### src/rtl/perceptron_pkg.sv
// Shared FSM state encoding and default widths for the perceptron learner.
package perceptron_pkg;

    typedef enum logic [1:0] {
        IDLE   = 2'd0,
        MAC    = 2'd1,
        DECIDE = 2'd2,
        UPDATE = 2'd3
    } state_t;

    localparam int DEF_N_IN   = 7;
    localparam int DEF_W_BITS = 4;

endpackage

### src/rtl/perceptron_wupd.sv
// Single +/-1 weight step. PERCEPTRON_SAT_EN selects saturating steps; otherwise
// the step wraps modulo 2^W_BITS.
module perceptron_wupd
    import perceptron_pkg::*;
#(
    parameter int W_BITS = DEF_W_BITS
) (
    input  logic [W_BITS-1:0] w,
    input  logic              inc,
    output logic [W_BITS-1:0] w_next
);

    localparam logic [W_BITS-1:0] ONE = W_BITS'(1);

    logic [W_BITS-1:0] stepped;

    assign stepped = inc ? (w + ONE) : (w - ONE);

`ifdef PERCEPTRON_SAT_EN
    localparam logic [W_BITS-1:0] W_MAX = {1'b0, {(W_BITS-1){1'b1}}};
    localparam logic [W_BITS-1:0] W_MIN = {1'b1, {(W_BITS-1){1'b0}}};

    always_comb begin
        w_next = stepped;
        if (inc && (w == W_MAX)) begin
            w_next = W_MAX;
        end else if (!inc && (w == W_MIN)) begin
            w_next = W_MIN;
        end
    end
`else
    assign w_next = stepped;
`endif

endmodule

### src/rtl/perceptron_learn.sv
// Serial perceptron: one multiply-free accumulate per input, then decide and
// optionally apply the perceptron rule. Weight step behaviour follows PERCEPTRON_SAT_EN.
module perceptron_learn
    import perceptron_pkg::*;
#(
    parameter int N_IN     = DEF_N_IN,
    parameter int W_BITS   = DEF_W_BITS,
    parameter int ACC_BITS = W_BITS + $clog2(N_IN + 1) + 1
) (
    input  logic                     clk,
    input  logic                     rst_n,
    input  logic                     start,
    input  logic [N_IN-1:0]          x,
    input  logic                     train,
    input  logic                     target,
    output logic                     busy,
    output logic                     y,
    output logic                     done,
    output logic [7:0]               err_cnt,
    output state_t                   state_dbg,
    output logic [N_IN*W_BITS-1:0]   w_dbg,
    output logic [W_BITS-1:0]        bias_dbg
);

    localparam int IDX_W = $clog2(N_IN);
    localparam logic [IDX_W-1:0] IDX_LAST = IDX_W'(N_IN - 1);
    localparam logic [IDX_W-1:0] IDX_ONE  = IDX_W'(1);

    // Handshake: start is taken only in IDLE with busy=0; busy stays high through
    // the done cycle so a start coinciding with done is dropped, never queued.
    state_t                     state;
    logic [W_BITS-1:0]          w      [N_IN];
    logic [W_BITS-1:0]          w_next [N_IN];
    logic [W_BITS-1:0]          bias;
    logic [W_BITS-1:0]          bias_next;
    logic signed [ACC_BITS-1:0] acc;
    logic [IDX_W-1:0]           idx;
    logic [N_IN-1:0]            x_q;
    logic                       train_q;
    logic                       target_q;
    logic                       decision;

    assign decision  = ~acc[ACC_BITS-1];
    assign state_dbg = state;
    assign bias_dbg  = bias;

    genvar g;
    generate
        for (g = 0; g < N_IN; g++) begin : g_wupd
            perceptron_wupd #(.W_BITS(W_BITS)) u_wupd (
                .w      (w[g]),
                .inc    (target_q),
                .w_next (w_next[g])
            );
            assign w_dbg[g*W_BITS +: W_BITS] = w[g];
        end
    endgenerate

    perceptron_wupd #(.W_BITS(W_BITS)) u_bias_upd (
        .w      (bias),
        .inc    (target_q),
        .w_next (bias_next)
    );

    always_ff @(posedge clk or negedge rst_n) begin
        if (!rst_n) begin
            state    <= IDLE;
            for (int i = 0; i < N_IN; i++) begin
                w[i] <= '0;
            end
            bias     <= '0;
            acc      <= '0;
            idx      <= '0;
            x_q      <= '0;
            train_q  <= 1'b0;
            target_q <= 1'b0;
            y        <= 1'b0;
            done     <= 1'b0;
            busy     <= 1'b0;
            err_cnt  <= '0;
        end else begin
            case (state)
                IDLE: begin
                    done <= 1'b0;
                    if (busy) begin
                        busy <= 1'b0;
                    end else if (start) begin
                        x_q      <= x;
                        train_q  <= train;
                        target_q <= target;
                        acc      <= ACC_BITS'($signed(bias));
                        idx      <= '0;
                        busy     <= 1'b1;
                        state    <= MAC;
                    end
                end
                MAC: begin
                    if (x_q[idx]) begin
                        acc <= acc + ACC_BITS'($signed(w[idx]));
                    end
                    idx <= idx + IDX_ONE;
                    if (idx == IDX_LAST) begin
                        state <= DECIDE;
                    end
                end
                DECIDE: begin
                    y <= decision;
                    if (train_q && (decision != target_q)) begin
                        state <= UPDATE;
                    end else begin
                        done  <= 1'b1;
                        state <= IDLE;
                    end
                end
                UPDATE: begin
                    for (int i = 0; i < N_IN; i++) begin
                        if (x_q[i]) begin
                            w[i] <= w_next[i];
                        end
                    end
                    bias <= bias_next;
                    if (err_cnt != 8'hFF) begin
                        err_cnt <= err_cnt + 8'd1;
                    end
                    done  <= 1'b1;
                    state <= IDLE;
                end
                default: state <= IDLE;
            endcase
        end
    end

endmodule

### config.mk
export PLATFORM = sky130hd
export DESIGN_NAME = perceptron_learn
export DESIGN_NICKNAME = d
export VERILOG_FILES = /design/src/rtl/perceptron_pkg.sv /design/src/rtl/perceptron_wupd.sv /design/src/rtl/perceptron_learn.sv
export SDC_FILE = /design/constraint.sdc
export NUM_CORES = 1
export LEC_CHECK = 0
export ABC_AREA = 0
export ABC_CLOCK_PERIOD_IN_PS = 3200
export CAP_MARGIN = 40
export CORE_MARGIN = 2
export CORE_UTILIZATION = 38
export CTS_CLUSTER_DIAMETER = 40
export DETAILED_ROUTE_END_ITERATION = 10
export SLEW_MARGIN = 0
export SYNTH_ARGS = -nofsm -noshare
export SYNTH_HDL_FRONTEND = slang
export SYNTH_SLANG_ARGS = --single-unit
### constraint.sdc
create_clock -name clk -period 3.2 [get_ports clk]
set_clock_uncertainty 0.15 [all_clocks]
set_input_delay 0.64 -clock clk [delete_from_list [all_inputs] [get_ports clk]]
set_output_delay 0.64 -clock clk [all_outputs]
set_load 0.02 [all_outputs]
==> key figures <==
Drt
  • Metal2 WL: slightly above 4000 um
  • Highest Signal Layer: met4
  • Met3 WL post-DR: ~320 um
  • Initial DRC count: 99
  • Vias/cell: around 5.0
  • DRC Markers: 0
  • Drt total wl: slightly below 9000 um
  • DRT Pass-1 Iters: 6
  • Wire per inst: 15.7 um
  • Total number of vias: 2814
  • WL met1: about 4200 um
  • Antenna viol nets, final: 0

CTS
  • CTS root buffer: clkbuf_8
  • Cts bufs inserted: 9
  • Htree depth: 3
  • CTS max path bufs: 2
  • Worst skew pair latency: around 0.34 ns
  • CTS tree: done
  • CTS clk-pin slew, worst paths: around 0.080 ns
  • Clock Sinks: 65

STA
  • Min cycle time layout: approximately 3.1 ns
  • Period utilization: 0.959
  • Max Fclk: about 0.33 GHz
  • Hold Vio Cnt, Final: 0
  • Worst-margin pin slew: 0.757 ns
  • Finish-stage setup viols: 0
  • Final Max Slew Viols: 0
  • Unrepaired setup endpoints after global routing: true
  • Fin worst setup slack: between 0.1 and 0.15 ns
  • Slew Limit Headroom: 0.496
  • TNS Setup: 0 ns

Synthesis
  • Post-Synthesis Cells: roughly 350
  • YS warnings: 0
  • Asr flop ratio synth: 1.00
  • Synth Cell Area: 3770 um^2
  • Seq/Total Area, Yosys: 0.432
  • Yosys top cell by area: dfrtp_1
  • Top_reg_cell synth: dfrtp_1
  • Flops & latches, synth: 65
  • Mean Syn Cell Area: ~11 um^2
  • Mapped Nets: roughly 400
  • EDFF count, synth: 0
  • Top-area cell type share of the netlist area: 0.432
  • Distinct cells, synth: 37
  • Synth area leaders: dfrtp_1, ha_1, xnor2_1

Worst setup path
  • CP max stage cell: or4_1
  • CP Launch Type: register
  • Worst Setup Path Type: reg -> reg
  • CP top delay family: compound AO/OA/AOI/OAI gates
  • Crit Path Max Fanout: 6
  • Required @ worst endpoint: 3.33 ns
  • Crit path capture type: register
  • Bufs and invs on worst path: 2
  • Crit-path most repeated cell: nand3_1
  • Largest stage delay, worst path: between 0.4 and 0.5 ns
  • Critical Path, Cell by Cell: buf_2, buf_4, mux2i_2, nand3_1, o311a_2, ha_1, a21oi_1, o21ai_0, a211oi_2, xor2_1, or4_1, nand3_1
  • Critical path arrival: 3.19 ns

Floorplan
  • # rows: 36
  • Die area: ~11000 um^2
  • Die Span Y: 104 um
  • Die Wd: 104 um
  • I/O Pins: between 50 and 60
  • Core region area: 9680 um^2
  • Starting density of the core: 0.389

GRT
  • Antenna violations before repair: 0
  • Vias in the first global route: 2914
  • Grt ovf: 0
  • First-pass GRT wire length: about 15000 um
  • Overall Global Routing Usage: 0.176
  • Largest net degree at the start of global routing: 37

Pwr
  • Leak: around 0.0022 uW
  • Power share of the clock group: 0.132
  • Peak supply drop: about 430 uV
  • Comb power frac: 0.595
  • Flop pwr share: 0.273
  • Pwr/cell area: around 1200 nW/um^2
  • Power Total: around 5600 uW
  • Int Power: between 3000 and 4000 uW
  • Switching Share: 0.424
  • Psw: around 2400 uW

Cells and area
  • Synth-to-layout area growth: 29.2%
  • Final Cell Area: 4860 um^2
  • Final-stage net count: around 470
  • Diodes inserted: 0
  • Layout cells sized above 1: 0.163

Place
  • PortBufs: 56
  • Worst slack, placed: about 0.061 ns
  • Placed cell areas: 4600 um^2
  • Routability cong.: a little over 0.8
  • Post-DP HPWL: roughly 6500 um

Status
  • Status: completed

Run
  • # Max-Cap Violations: 0

Min path
  • Hold Path Class: in -> async
## sequential cells by signal, indices dropped and copies added (netlist names), 2 cells and up
register / cells
idx: 3
w_dbg: 28
bias_dbg: 4
acc: 8
err_cnt: 8
x_q: 7
state_dbg: 2
## cell usage after synthesis, drive strengths merged (2+ instances only)
library cell,count
nand2b,4
a21o,12
mux2,20
nor2b,3
nand3,5
inv,12
xor2,9
fa,9
a211oi,5
mux4,4
nand4,4
dfrtp,65
a2bb2oi,2
xnor2,33
nand2,37
o21ai,25
a221o,2
buf,4
mux2i,7
clkbuf,5
and2,2
and3,3
nor2,18
a21oi,19
ha,26
nor3,4
## cell type report
class,instances,area [um^2]
clock buffers,11,151
clock inverters,5,61.3
fillers,895,4820
inverters,12,45.0
multi-input cells,260,2100
flip-flops and latches,65,1630
well taps,133,166
repair buffers,76,716
## per-stage QoR
stage | cells | hold WS (ns) | utilization
floorplan | 346 | 0.194 | -
global placement | 543 | 0.313 | 0.475
detailed placement | 543 | 0.319 | 0.475
CTS | 559 | 0.230 | 0.497
global route | 562 | 0.265 | 0.502
finish | 562 | 0.218 | 0.502
## repair_timing
item                                    in CTS  in global routing
endpoints found under the setup margin       0                  2
hold buffers                                 0                  0
endpoints found under the hold margin        0                  0
buffers inserted                             0                  3
resized for setup                            0                 12
## metal layers
metal  up-vias  global-route usage
li1       1370                   -
met1      1381               0.244
met2        52               0.280
met3        11              0.0396
met4         0              0.0454
met5         -                   0
## path summary, 6_finish.rpt
kind / from / to / slack, ns / depth (start not counted)
worst min-delay path: rst_n / bias_dbg[3] / 0.22 / 1
max in group asynchronous: rst_n / idx[1] / 2.02 / 2
worst max-delay path: idx[1] / acc[7] / 0.13 / 12
worst min register to register: y / y / 0.33 / 2
worst max register to register: idx[1] / acc[7] / 0.13 / 12
min in group clk: y / y / 0.33 / 2
## cell families (layout without fill, tap and decap cells)
family,after synthesis,in the layout,synth area share
muxes,31,31,0.102
AOI/OAI and AO/OA,71,71,0.117
DFF,65,65,0.432
and+or+nand+nor,81,81,0.0953
xor gates and xnor gates,42,42,0.0977
adders and majority gates,35,35,0.134
buffers and inverters,21,104,0.0219
## power by group through the flow
stage          combinational (uW)  sequential (uW)  clock [uW]
6_report                     3360             1540         743
5_1_grt                      3770             1590         804
4_1_cts                      3290             1550         765
3_5_place_dp                 3280             1560           0
3_3_place_gp                 3190             1560           0
2_1_floorplan                2010             1710           0
## layout by cell type, fill, tap and decap left out, types with 2 or more instances in the layout
| cell | instances |
|---|---|
| a221o_1 | 2 |
| ha_1 | 25 |
| nor3_1 | 2 |
| nand4_1 | 4 |
| mux4_2 | 4 |
| mux2_1 | 3 |
| a211oi_2 | 2 |
| xnor2_1 | 33 |
| clkbuf_8 | 11 |
| clkdlybuf4s50_1 | 55 |
| inv_1 | 12 |
| nand2b_1 | 4 |
| xor2_1 | 9 |
| nor3_2 | 2 |
| and2_1 | 2 |
| mux2_2 | 17 |
| a211oi_1 | 3 |
| a2bb2oi_1 | 2 |
| nand2_1 | 37 |
| o21ai_1 | 2 |
| dfrtp_1 | 64 |
| o21ai_0 | 22 |
| buf_2 | 2 |
| mux2i_1 | 6 |
| fa_1 | 9 |
| a21oi_1 | 18 |
| buf_4 | 18 |
| a21o_1 | 12 |
| and3_1 | 3 |
| clkinv_4 | 2 |
| nand3_1 | 5 |
| nor2_1 | 18 |
Note: power is estimated with default switching activity, not from simulation.
